$ cat config.mk
export PLATFORM = sky130hd
export DESIGN_NAME = memy_dma_flat
export DESIGN_NICKNAME = d
export VERILOG_FILES = /design/src/rtl/memy_pkg.sv /design/src/rtl/memy_dma_if.sv /design/src/rtl/memy_dma_agu.sv /design/src/rtl/memy_dma.sv /design/src/flat_wrapper.sv
export SDC_FILE = /design/constraint.sdc
export NUM_CORES = 1
export LEC_CHECK = 0
export BUFFER_PORTS_ARGS = -buffer_cell sky130_fd_sc_hd__buf_2
export CORE_MARGIN = 2
export CORE_UTILIZATION = 33
export DETAILED_ROUTE_END_ITERATION = 6
export SYNTH_ARGS = -nofsm -noshare
export SYNTH_HDL_FRONTEND = slang
export SYNTH_SLANG_ARGS = --single-unit
$ cat constraint.sdc
create_clock -name clk -period 5.1 [get_ports clk]
set_clock_uncertainty 0.1 [all_clocks]
set_input_delay 0.51 -clock clk [delete_from_list [all_inputs] [get_ports clk]]
set_output_delay 0.51 -clock clk [all_outputs]
set_load 0.1 [all_outputs]
$ cat src/rtl/memy_pkg.sv
// Shared definitions for the memory-Y DMA block: word/address width, memory
// depth, FSM state encoding and the range check applied to every request.
package memy_pkg;

  localparam int W = 16;
  localparam int M = 256;

  typedef enum logic [1:0] {
    IDLE,
    RUN,
    DONE
  } state_t;

  // True when base..base+count-1 lies inside memory-Y. The sum is computed one
  // bit wider so an overflow of the W-bit address space is caught.
  function automatic logic range_ok(input logic [W-1:0] base, input logic [W-1:0] count);
    logic [W:0] span;
    span = {1'b0, base} + {1'b0, count};
    return span <= (W+1)'(M);
  endfunction

endpackage

$ cat src/rtl/memy_dma_if.sv
// RAM-side bus of the memory-Y DMA: port X is the read port, port Y the write
// port of the dual-port RAM. The DMA is the master, the RAM the slave.
interface memy_dma_if
  import memy_pkg::*;
();

  logic [W-1:0] addr_x;
  logic         we_x;
  logic [W-1:0] data_x;
  logic [W-1:0] q_x;
  logic [W-1:0] addr_y;
  logic         we_y;
  logic [W-1:0] data_y;

  modport master (
    output addr_x, we_x, data_x,
    input  q_x,
    output addr_y, we_y, data_y
  );

  modport slave (
    input  addr_x, we_x, data_x,
    output q_x,
    input  addr_y, we_y, data_y
  );

endinterface

$ cat src/rtl/memy_dma_agu.sv
// Address generator for the memory-Y DMA. Holds the read and write address
// counters, the copy direction and the one-cycle read-to-write pipeline
// (write enable + write address). In fill mode the pipeline register itself
// walks the destination range, since there is no read to wait for.
module memy_dma_agu
  import memy_pkg::*;
(
  input  logic         clk,
  input  logic         rst,
  input  logic         load,
  input  logic         fill_req,
  input  logic         fill_mode,
  input  logic         issue,
  input  logic         more,
  input  logic [W-1:0] src,
  input  logic [W-1:0] dst,
  input  logic [W-1:0] len,
  output logic [W-1:0] addr_x,
  output logic [W-1:0] addr_y,
  output logic         we_y
);

  logic         desc;
  logic         desc_q;
  logic [W:0]   src_end;
  logic [W-1:0] wr_addr;

  // Copy downwards only when the destination starts inside the source range
  // above src, so every source word is read before it is overwritten.
  always_comb begin
    src_end = {1'b0, src} + {1'b0, len};
    desc    = !fill_req && (dst > src) && ({1'b0, dst} < src_end);
  end

  // Counters advance once per issued word; they stop on the last word so the
  // read address never steps outside the requested range.
  always_ff @(posedge clk or posedge rst) begin
    if (rst) begin
      addr_x  <= '0;
      wr_addr <= '0;
      desc_q  <= 1'b0;
      we_y    <= 1'b0;
      addr_y  <= '0;
    end else if (load) begin
      desc_q <= desc;
      if (fill_req) begin
        we_y   <= 1'b1;
        addr_y <= dst;
      end else begin
        addr_x  <= desc ? src + len - W'(1) : src;
        wr_addr <= desc ? dst + len - W'(1) : dst;
        we_y    <= 1'b0;
      end
    end else begin
      we_y <= issue;
      if (issue) begin
        if (fill_mode) begin
          addr_y <= addr_y + W'(1);
        end else begin
          addr_y <= wr_addr;
          if (more) begin
            addr_x  <= desc_q ? addr_x - W'(1) : addr_x + W'(1);
            wr_addr <= desc_q ? wr_addr - W'(1) : wr_addr + W'(1);
          end
        end
      end
    end
  end

endmodule

$ cat src/rtl/memy_dma.sv
// Memory-Y block-copy engine: copies len words from src to dst at one word
// per cycle, handling overlapping ranges by picking the copy direction.
// Optional MEMY_DMA_FILL_EN adds fill/fill_val to write a constant instead.
module memy_dma
  import memy_pkg::*;
(
  input  logic         clk,
  input  logic         rst,
  input  logic         start,
  input  logic [W-1:0] src,
  input  logic [W-1:0] dst,
  input  logic [W-1:0] len,
`ifdef MEMY_DMA_FILL_EN
  input  logic         fill,
  input  logic [W-1:0] fill_val,
`endif
  output logic         busy,
  output logic         done,
  output logic         err,
  memy_dma_if.master   ram
);

  state_t       state;
  logic [W-1:0] left;
  logic         req_fill;
  logic         req_ok;
  logic         len_zero;
  logic         load;
  logic         issue;
  logic         more;
`ifdef MEMY_DMA_FILL_EN
  logic         fill_q;
  logic [W-1:0] fill_val_q;
`endif

  // Request decode: a fill never touches port X, so src is not checked then.
  always_comb begin
    req_fill = 1'b0;
`ifdef MEMY_DMA_FILL_EN
    req_fill = fill;
`endif
    len_zero = (len == '0);
    req_ok   = range_ok(dst, len) && (req_fill || range_ok(src, len));
    load     = (state == IDLE) && start && req_ok && !len_zero;
    issue    = (state == RUN) && (left != '0);
    more     = (left > W'(1));
  end

  // Control FSM; left counts words still to be issued. A copy needs one extra
  // RUN cycle to drain the last read into its write, a fill does not.
  always_ff @(posedge clk or posedge rst) begin
    if (rst) begin
      state <= IDLE;
      busy  <= 1'b0;
      done  <= 1'b0;
      err   <= 1'b0;
      left  <= '0;
`ifdef MEMY_DMA_FILL_EN
      fill_q     <= 1'b0;
      fill_val_q <= '0;
`endif
    end else begin
      done <= 1'b0;
      err  <= 1'b0;
      case (state)
        IDLE: begin
          if (start) begin
            if (!req_ok) begin
              err <= 1'b1;
            end else if (len_zero) begin
              state <= DONE;
              done  <= 1'b1;
            end else begin
              state <= RUN;
              busy  <= 1'b1;
              left  <= req_fill ? len - W'(1) : len;
`ifdef MEMY_DMA_FILL_EN
              fill_q     <= fill;
              fill_val_q <= fill_val;
`endif
            end
          end
        end
        RUN: begin
          if (left != '0) begin
            left <= left - W'(1);
          end else begin
            state <= DONE;
            busy  <= 1'b0;
            done  <= 1'b1;
          end
        end
        DONE: begin
          state <= IDLE;
        end
        default: begin
          state <= IDLE;
        end
      endcase
    end
  end

  memy_dma_agu u_agu (
    .clk       (clk),
    .rst       (rst),
    .load      (load),
`ifdef MEMY_DMA_FILL_EN
    .fill_req  (fill),
    .fill_mode (fill_q),
`else
    .fill_req  (1'b0),
    .fill_mode (1'b0),
`endif
    .issue     (issue),
    .more      (more),
    .src       (src),
    .dst       (dst),
    .len       (len),
    .addr_x    (ram.addr_x),
    .addr_y    (ram.addr_y),
    .we_y      (ram.we_y)
  );

  assign ram.we_x   = 1'b0;
  assign ram.data_x = '0;

  // Write data comes straight from the RAM read port, whose output is already
  // the registered word read one cycle earlier; it is held at 0 when idle.
`ifdef MEMY_DMA_FILL_EN
  assign ram.data_y = !ram.we_y ? '0 : (fill_q ? fill_val_q : ram.q_x);
`else
  assign ram.data_y = ram.we_y ? ram.q_x : '0;
`endif

endmodule

$ cat src/flat_wrapper.sv
// flat-port wrapper written by rule: the top's interface ports become plain ports
module memy_dma_flat import memy_pkg::*;
  (clk, rst, start, src, dst, len, busy, done, err, ram_addr_x, ram_we_x, ram_data_x, ram_q_x, ram_addr_y, ram_we_y, ram_data_y);
  memy_dma_if ram_i ();
  input  logic clk;
  input  logic rst;
  input  logic start;
  input  logic [W-1:0] src;
  input  logic [W-1:0] dst;
  input  logic [W-1:0] len;
  output logic busy;
  output logic done;
  output logic err;
  output wire logic [$bits(ram_i.addr_x)-1:0] ram_addr_x;
  output wire logic [$bits(ram_i.we_x)-1:0] ram_we_x;
  output wire logic [$bits(ram_i.data_x)-1:0] ram_data_x;
  input wire logic [$bits(ram_i.q_x)-1:0] ram_q_x;
  output wire logic [$bits(ram_i.addr_y)-1:0] ram_addr_y;
  output wire logic [$bits(ram_i.we_y)-1:0] ram_we_y;
  output wire logic [$bits(ram_i.data_y)-1:0] ram_data_y;
  assign ram_addr_x = ram_i.addr_x;
  assign ram_we_x = ram_i.we_x;
  assign ram_data_x = ram_i.data_x;
  assign ram_i.q_x = ram_q_x;
  assign ram_addr_y = ram_i.addr_y;
  assign ram_we_y = ram_i.we_y;
  assign ram_data_y = ram_i.data_y;
  memy_dma u_core (.clk(clk), .rst(rst), .start(start), .src(src), .dst(dst), .len(len), .busy(busy), .done(done), .err(err), .ram(ram_i));
endmodule
==> impl_results.md <==
* Routed vias at 9,130
* Worst setup EP type: flip-flop
* Ys Warns at 0
* Count of hold buffers inserted by post-cts repair at 0
* Starting Density at 0.334
* Fmax at 0.207 GHz
* Worst setup SP type: input pin
* Post-synthesis sequential area ratio at 0.191
* Async SR Flop Fraction at 1.00
* Most frequent cell after synthesis: ha_1
* Max Root-Sink Buffers at 2
* Endpoints failing setup at 0
* RR Endpoint: u_core.u_agu.addr_x[14]
* Drt wl/cell at 17.1 µm
* Initial antenna violation count at 1
* Top post-synthesis cells by area: ha_1 20%, dfrtp_1 19%, inv_1 5.7%
* Post-Syn Instances at 1,160
* Leak at 5.38 nW
* RSZ-0062 raised after global routing: no
* Worst vdd ir at 0.199 mV
* Crit Path Max Fanout at 7
* Drt pass-1 iters at 5
* Worst path required time at 5200 ps
* Outcome: finished clean
* Area Growth Syn to Fin at 21.3%
* Die Ht at 172 µm
* Reg2Reg Setup Slack at 1070 ps
* Critical path arrival at 4940 ps
* Die Wd at 172 µm
* Worst-path clk slew at 60 ps
* Drc violations at 0
* Synth Area per Inst at 8.01 µm²
* Max-Slew Margin vs Limit at 0.289
* Finished Core Util at 0.406
* GPL Wtd Cong at 0.935
* Iteration-0 DRC Markers at 680
* Post-synth cell types at 79
* Num rows at 61
* PortBufs at 118
* Post-synth EDFFs at 0
* Post-route ant nets at 0
* Pin count of the biggest net entering global routing at 72
* Max cap viols at 0
* Slowest cell delay on critical path at 390 ps
* GR Util All Layers at 0.200
* Worst Setup Path Type: in2reg
* Endpoints failing hold at 0
* Hpwl dp at 24,500 µm
* Slew @ Worst Pin at 1060 ps
* Crit path time final at 4840 ps
* Post-synth top cells: 149 x ha_1, 140 x inv_1, 102 x nor2_1
* Layout cells sized above 1 at 0.201
* Power Total at 0.00558 W
* Die area at 29,500 µm²
* #FFs+latches synth at 71
* H-tree depth at 3
* Final WL at 29,700 µm
* Root Buffer: clkbuf_16
* Mapped cell area at 9290 µm²
* Core Footprint at 27,800 µm²
* Final #Nets at 1,573
* CP max-delay cell: fa_1
* CTS tree: built
* Main synth FF type: dfrtp_1
* Final period utilization at 0.949
* Synth top area share at 0.201
* GRT overflow at 0
* Vias in the first global route at 8,580
* Clk_lat worst skew at 340 ps
* Class of the worst hold path: in2async
* Slew Limit Fails at 0
* Worst r2r path cells at 14
* Clock Sinks at 71
* Post-synth top area cell: ha_1
* Power Dens Cells at 495 nW/µm²
* Vias per inst at 5.27
* Cts bufs inserted at 9
* Worst-path cell chain: buf_2 -> ha_1 -> inv_1 -> fa_1 -> nand2b_4 -> a211oi_4 -> o31ai_4 -> xnor2_2 -> ha_1 -> a2111oi_2 -> o21ai_1 -> o32ai_1 -> buf_4 -> a221oi_1 -> nor4_2 -> o22ai_1 -> maj3_2 -> a31oi_4 -> buf_12 -> buf_12 -> buf_4 -> mux2i_1 -> o21ai_0
* Worst r2r src: u_core.u_agu.desc_q
* First-pass GRT wire length at 45,700 µm
* I/O pin count at 136
==> state kept, by name, summed over array words and instances (netlist names) <==
name	cells
u_core.busy	1
u_core.done	1
u_core.err	1
u_core.left	16
u_core.state	2
u_core.u_agu.addr_x	16
u_core.u_agu.addr_y	16
u_core.u_agu.desc_q	1
u_core.u_agu.we_y	1
u_core.u_agu.wr_addr	16
==> critical path, delay by kind of cell <==
family	cells	cell delay, ps
AO/OA/AOI/OAI	9	1650
adder cells (fa/ha/maj)	4	1200
buffers and inverters	6	710
AND/OR/NAND/NOR	2	490
multiplexers	1	220
XOR/XNOR	1	160
==> power by group <==
part / internal [W] / total (W) / leakage (nW) / switching [W]
combinational: 0.00127 / 0.00382 / 4.41 / 0.00255
clock: 0.000439 / 0.000685 / 0.149 / 0.000245
sequential: 0.000840 / 0.00108 / 0.824 / 0.000239
total: 0.00254 / 0.00558 / 5.38 / 0.00304
==> stage by stage <==
step                instances  setup TNS [ps]  area, µm²  worst slack (ps)  hold slack (ps)
finish                   1734               0      11300               261              321
global route             1734               0      11300              6.98              394
CTS                      1730               0      11100              46.2              376
detailed placement       1715           -6200      10800              -310              391
global placement         1715           -2780      10800              -144              387
floorplan                1176               0       9350               254              361
==> layout by cell type, fill, tap and decap left out, types with 11 or more instances in the layout <==
cell         n
ha_1       149
inv_1      139
buf_2      118
nor2_1     102
a21oi_1     86
buf_4       84
o21ai_0     72
dfrtp_1     71
nand2_1     51
xnor2_1     40
mux2i_1     35
nor3_1      34
a211oi_1    25
nand3_1     24
mux2_2      20
and2_1      18
conb_1      17
a21o_1      14
xor2_1      13
nand4_1     12
nor2b_1     12
or3_1       11
nor4_1      11
clkbuf_16   11
==> cell type report <==
cell class              instances  area (µm²)
fillers                      2885       16500
multi-input cells             921        6860
flip-flops and latches         71        1780
repair buffers                206        1310
inverters                     142         533
well taps                     378         473
clock buffers                  12         246
clock inverters                 3        67.6
diodes                          1        2.50
==> kinds of logic after synthesis <==
family	count (synthesis)	share of synthesized area
compound gates	321	0.227
simple gates	315	0.168
fa+ha+maj	156	0.215
buf+inv	184	0.0830
mux	58	0.0653
flops	71	0.191
xor+xnor	54	0.0509
other cells	1	0.000404
==> worst max-delay path by stage <==
| stage | endpoint | slack [ps] | depth (start not counted) | startpoint |
|---|---|---|---|---|
| CTS | u_core.u_agu.addr_x[11] | 50 | 23 | src[0] |
| detailed placement | u_core.u_agu.addr_x[11] | -310 | 23 | src[0] |
| finish | u_core.u_agu.addr_x[11] | 260 | 23 | src[0] |
| floorplan | u_core.u_agu.wr_addr[0] | 250 | 19 | src[0] |
| global placement | u_core.u_agu.wr_addr[2] | -140 | 22 | src[0] |
| global route | u_core.u_agu.wr_addr[15] | 7 | 24 | src[0] |
==> layer usage <==
layer,up-vias,track usage,wire [µm]
li1,4525,-,-
met1,4226,0.280,13900
met3,43,0.0260,1840
met5,-,0,0
met4,0,0.0796,1090
met2,336,0.311,12800
==> repair_timing <==
action,4_1_cts,5_1_grt
endpoints found under the setup margin,0,33
setup buffers,0,1
endpoints found under the hold margin,0,0
gates resized for setup,0,13
No activity file was read; power rests on OpenSTA's default activity.
